File: src/rtl/rr_select_arbiter_if.sv
// Request/grant bundle between the requesters and the round-robin select arbiter.
// master = arbiter side (drives the grant), slave = requester/decoder side.
interface rr_select_arbiter_if #(
    parameter int N_REQ = 8,
    parameter int IDX_W = 3
);
    logic [N_REQ-1:0] req;
    logic             done;
    logic [IDX_W-1:0] sel;
    logic             sel_valid;
    logic             busy;
    logic             timeout_err;

    modport master (
        input  req,
        input  done,
        output sel,
        output sel_valid,
        output busy,
        output timeout_err
    );

    modport slave (
        output req,
        output done,
        input  sel,
        input  sel_valid,
        input  busy,
        input  timeout_err
    );
endinterface

File: src/rtl/rr_select_arbiter.sv
// Round-robin arbiter holding one requester's index stable on sel for a whole grant.
// Latency: req before edge n -> sel/sel_valid after edge n; at least one idle cycle between grants.
// Backpressure: none; a grant ends on done, on a dropped req[sel], or on a MAX_HOLD timeout.
module rr_select_arbiter #(
    parameter int N_REQ    = 8,
    parameter int IDX_W    = 3,
    parameter int MAX_HOLD = 15
) (
    input  logic                  clk,
    input  logic                  rst,
    rr_select_arbiter_if.master   bus
);
    localparam int HW = $clog2(MAX_HOLD + 1);

    typedef enum logic {
        ST_IDLE  = 1'b0,
        ST_GRANT = 1'b1
    } state_t;

    state_t           state_q, state_d;
    logic [IDX_W-1:0] sel_q, sel_d;
    logic             vld_q, vld_d;
    logic             tmo_q, tmo_d;
    logic [HW-1:0]    hold_q, hold_d;
    logic [IDX_W-1:0] last_q, last_d;

    logic [IDX_W-1:0] win;
    logic             win_found;

    // Search starts just after the last grantee; the index wraps naturally
    // because N_REQ is a power of two equal to 2**IDX_W.
    always_comb begin
        logic [IDX_W-1:0] cand;
        win       = '0;
        win_found = 1'b0;
        cand      = '0;
        for (int i = 1; i <= N_REQ; i++) begin
            cand = last_q + IDX_W'(i);
            if (!win_found && bus.req[cand]) begin
                win       = cand;
                win_found = 1'b1;
            end
        end
    end

    always_comb begin
        state_d = state_q;
        sel_d   = sel_q;
        vld_d   = vld_q;
        tmo_d   = 1'b0;
        hold_d  = hold_q;
        last_d  = last_q;
        case (state_q)
            ST_IDLE: begin
                if (win_found) begin
                    sel_d   = win;
                    vld_d   = 1'b1;
                    hold_d  = HW'(1);
                    state_d = ST_GRANT;
                end
            end
            ST_GRANT: begin
                // done and a withdrawn request outrank the timeout, so a
                // coincident timeout is a clean release with no error pulse.
                if (bus.done || !bus.req[sel_q]) begin
                    vld_d   = 1'b0;
                    last_d  = sel_q;
                    hold_d  = '0;
                    state_d = ST_IDLE;
                end else if (hold_q == HW'(MAX_HOLD)) begin
                    vld_d   = 1'b0;
                    tmo_d   = 1'b1;
                    last_d  = sel_q;
                    hold_d  = '0;
                    state_d = ST_IDLE;
                end else begin
                    hold_d  = hold_q + HW'(1);
                end
            end
            default: begin
                state_d = ST_IDLE;
                vld_d   = 1'b0;
            end
        endcase
    end

    always_ff @(posedge clk) begin
        if (rst) begin
            state_q <= ST_IDLE;
            sel_q   <= '0;
            vld_q   <= 1'b0;
            tmo_q   <= 1'b0;
            hold_q  <= '0;
            last_q  <= IDX_W'(N_REQ - 1);
        end else begin
            state_q <= state_d;
            sel_q   <= sel_d;
            vld_q   <= vld_d;
            tmo_q   <= tmo_d;
            hold_q  <= hold_d;
            last_q  <= last_d;
        end
    end

    assign bus.sel         = sel_q;
    assign bus.sel_valid   = vld_q;
    assign bus.busy        = (state_q == ST_GRANT);
    assign bus.timeout_err = tmo_q;
endmodule

File: src/flat_wrapper.sv
// flat-port wrapper written by rule: the top's interface ports become plain ports
module rr_select_arbiter_flat 
#(
    parameter int N_REQ    = 8,
    parameter int IDX_W    = 3,
    parameter int MAX_HOLD = 15
)
  (clk, rst, bus_req, bus_done, bus_sel, bus_sel_valid, bus_busy, bus_timeout_err);
  rr_select_arbiter_if #(.N_REQ(N_REQ), .IDX_W(IDX_W)) bus_i ();
  input  logic clk;
  input  logic rst;
  input wire logic [$bits(bus_i.req)-1:0] bus_req;
  input wire logic [$bits(bus_i.done)-1:0] bus_done;
  output wire logic [$bits(bus_i.sel)-1:0] bus_sel;
  output wire logic [$bits(bus_i.sel_valid)-1:0] bus_sel_valid;
  output wire logic [$bits(bus_i.busy)-1:0] bus_busy;
  output wire logic [$bits(bus_i.timeout_err)-1:0] bus_timeout_err;
  assign bus_i.req = bus_req;
  assign bus_i.done = bus_done;
  assign bus_sel = bus_i.sel;
  assign bus_sel_valid = bus_i.sel_valid;
  assign bus_busy = bus_i.busy;
  assign bus_timeout_err = bus_i.timeout_err;
  rr_select_arbiter #(.N_REQ(N_REQ), .IDX_W(IDX_W), .MAX_HOLD(MAX_HOLD)) u_core (.clk(clk), .rst(rst), .bus(bus_i));
endmodule
File: config.mk
export PLATFORM = sky130hd
export DESIGN_NAME = rr_select_arbiter_flat
export DESIGN_NICKNAME = d
export VERILOG_FILES = /design/src/rtl/rr_select_arbiter_if.sv /design/src/rtl/rr_select_arbiter.sv /design/src/flat_wrapper.sv
export SDC_FILE = /design/constraint.sdc
export NUM_CORES = 1
export LEC_CHECK = 0
export ABC_CLOCK_PERIOD_IN_PS = 3900
export BUFFER_PORTS_ARGS = -buffer_cell sky130_fd_sc_hd__buf_2
export CORE_MARGIN = 3
export CORE_UTILIZATION = 55
export CTS_CLUSTER_DIAMETER = 80
export DETAILED_ROUTE_END_ITERATION = 7
export MAX_ROUTING_LAYER = met4
export PLACE_DENSITY_LB_ADDON = 0.1
export SLEW_MARGIN = 20
export SYNTH_ARGS = -nofsm -noshare
export SYNTH_HDL_FRONTEND = slang
export SYNTH_SLANG_ARGS = --single-unit
File: constraint.sdc
create_clock -name clk -period 3.9 [get_ports clk]
set_clock_uncertainty 0.1 [all_clocks]
set_input_delay 0.39 -clock clk [delete_from_list [all_inputs] [get_ports clk]]
set_output_delay 0.39 -clock clk [all_outputs]
set_load 0.005 [all_outputs]
==> run_results.csv <==
group,metric,value,unit
clock_network,cts_buffers,3,
synthesis,netlist_top_cells_count,"13 x dfxtp_1, 11 x nand2_1, 10 x mux2i_1, 10 x nor2_1",
hold_path,hp-class,"input port to register",
critical_path,cp_max_fo,14,
synthesis,synth_edf_count,0,
global_routing,grt_pass1_vias,1276,
pwr,ir_drop,414,µV
synthesis,synth-seq-cells,13,
sta,relSlewSlack,55.1,%
sta,finalSetupViolations,0,
layout,layout.cells.non_filler,196,
flow_run,cap_violations,0,
run_status,outcome,"finished clean",
pwr,p_per_area,650,mW/mm²
route,ant_nets,0,
route,firstDrtPassIters,4,
synthesis,synth_fp_nets,164,
route,vias_per_cell,6.94,
synthesis,synth_cell_type_count,48,
synthesis,syn_avg_cell_area,9.89,µm²
pwr,power.leakage,0.722,nW
placed_design,io_buffers,16,
floorplanning,core,0.00252,mm²
synthesis,synth_top_flop_cell,"dfxtp_1",
floorplanning,ios,17,
sta,holdWs,0.311,ns
clock_network,post_cts_buffers,0,
clock_network,clock-root-buffer,"clkbuf_4",
placed_design,place_congestion,0.945,
synthesis,async_flop_share,0,%
layout,n_antenna_cell,0,
sta,finalCritPeriodShare,76.7,%
route,drc,0,
critical_path,reg2regPathDepth,8,
synthesis,syn_area,0.00148,mm²
critical_path,cp.arrival,3.07,ns
sta,tightest_slew,0.673,ns
clock_network,postCtsHoldBufs,0,
global_routing,grt_pass1_wl,5.82,mm
clock_network,cts_tree,"done",
clock_network,clockBufferDepth,2,
sta,fin_crit,2.99,ns
layout,drive_above_1_share,27.1,%
floorplanning,die_area,0.00336,mm²
clock_network,insertion_delay,0.27,ns
synthesis,synth_warnings,0,
critical_path,crit_type,"register to register",
global_routing,grt_start_max_net_pins,16,
sta,rsz0062_at_grt,"no",
route,drtIter0Drc,52,
placed_design,dp.cells,192,
global_routing,grt_usage,22.7,%
critical_path,required,3.98,ns
sta,drv_slew,0,
clock_network,htreeDepth,1,
floorplanning,die_h,57.9,µm
synthesis,synth_area_leaders,"dfxtp_1 18%, mux4_1 14%, mux4_2 9.1%, mux2_2 6.8%, mux2i_1 6.7%",
route,via_count,1360,
hold_path,min_path_cells,2,
clock_network,cts_num_sinks,13,
synthesis,synth_top_area_share,17.5,%
layout,num-nets-final,181,
global_routing,antenna_found_initial,0,
route,wl_per_cell,17.7,µm
layout,syn_to_final_growth,8.01,%
sta,fmax,334,MHz
critical_path,cp-end-kind,"register",
clock_network,cts.clk_slew.worst_paths,0.08,ns
sta,tns,0,ns
synthesis,synth_most_common_cell,"dfxtp_1",
floorplanning,core.rowCount,18,
synthesis,netlist_instances,150,
critical_path,reg2reg_slack,0.91,ns
route,routed_wl,3.47,mm
floorplanning,die_w,57.9,µm
synthesis,synth_top_area_cell,"dfxtp_1",
floorplanning,floorplan.initialDensity,58.8,%
critical_path,worstSetupStartpointType,"register",
sta,finalHoldViolations,0,
placed_design,place_hpwl,2.70,mm
clock_network,cts_resized,0,
global_routing,grt-ovfl-total,0,
synthesis,yosysSeqAreaShare,17.5,%
==> placed cells by master, fill, tap and decap left out, types with 3 or more instances in the layout <==
master and instances:
dfxtp_1 13, inv_1 9, nand2_1 11, ha_1 3, a21oi_1 9, clkbuf_4 3, mux2i_1 10, buf_2 16
nand3b_1 3, o21ai_0 7, a221oi_1 3, mux2_2 9, nor2_1 10, mux4_2 6, nor3_1 5, mux4_1 8
==> critical path: stages (launching register included) <==
cell and delay (ns):
dfxtp_1 0.31, buf_4 0.21, inv_1 0.12, ha_1 0.55, mux2_2 0.40, mux4_1 0.61, nor4_4 0.19, a21oi_1 0.13
o41ai_2 0.28
==> cell families after synthesis <==
| logic type | share of synthesized area [%] |
|---|---|
| buffers and inverters | 4.97 |
| XOR/XNOR | 1.77 |
| adder cells (fa/ha/maj) | 2.53 |
| AO/OA/AOI/OAI | 20.2 |
| AND/OR/NAND/NOR | 15.2 |
| multiplexers | 37.9 |
| flip-flops | 17.5 |
==> sequential cells by signal, summed over array words and instances, names as in the netlist <==
signal,cells
u_core.last_q,3
u_core.bus.busy,1
u_core.hold_q,4
u_core.bus.sel_valid,1
u_core.bus.timeout_err,1
u_core.bus.sel,3
==> area by class of cell <==
cell class | count | area, µm²
Inverter | 9 | 33.8
Clock buffer | 4 | 26.3
Timing Repair Buffer | 18 | 95.1
Sequential cell | 13 | 260
Fill cell | 233 | 920
Tap cell | 30 | 37.5
Multi-Input combinational cell | 122 | 1150
==> final timing paths <==
path,startpoint,endpoint
max reg2reg,u_core.last_q[0],u_core.bus.sel[0]
min reg2reg,u_core.bus.sel_valid,u_core.bus.sel_valid
max,u_core.last_q[0],u_core.bus.sel[0]
min,rst,u_core.hold_q[0]
==> per-stage QoR <==
stage                     area (µm²)  power [mW]  setup slack (ns)  util, %
after floorplan                 1480       0.812              1.08        -
after global placement          1580       0.934              1.02     62.5
after detailed placement        1580       0.954             0.932     62.5
after global routing            1600        1.12             0.727     63.5
final                           1600        1.04             0.908     63.5
after CTS                       1600        1.04             0.916     63.5
==> routing by layer <==
| metal | share of wire, % | track usage [%] |
|---|---|---|
| met1 | 46 | 31.1 |
| met2 | 48 | 35.5 |
| met3 | 5.1 | 4.23 |
| met4 | 0.69 | 4.30 |
| met5 | 0 | - |
==> where the power goes <==
part	switching [mW]	internal (mW)	total, mW
clock	0.0421	0.0396	0.0817
combinational	0.391	0.355	0.746
sequential	0.0508	0.164	0.215
Power figures use the tool's default switching activity.
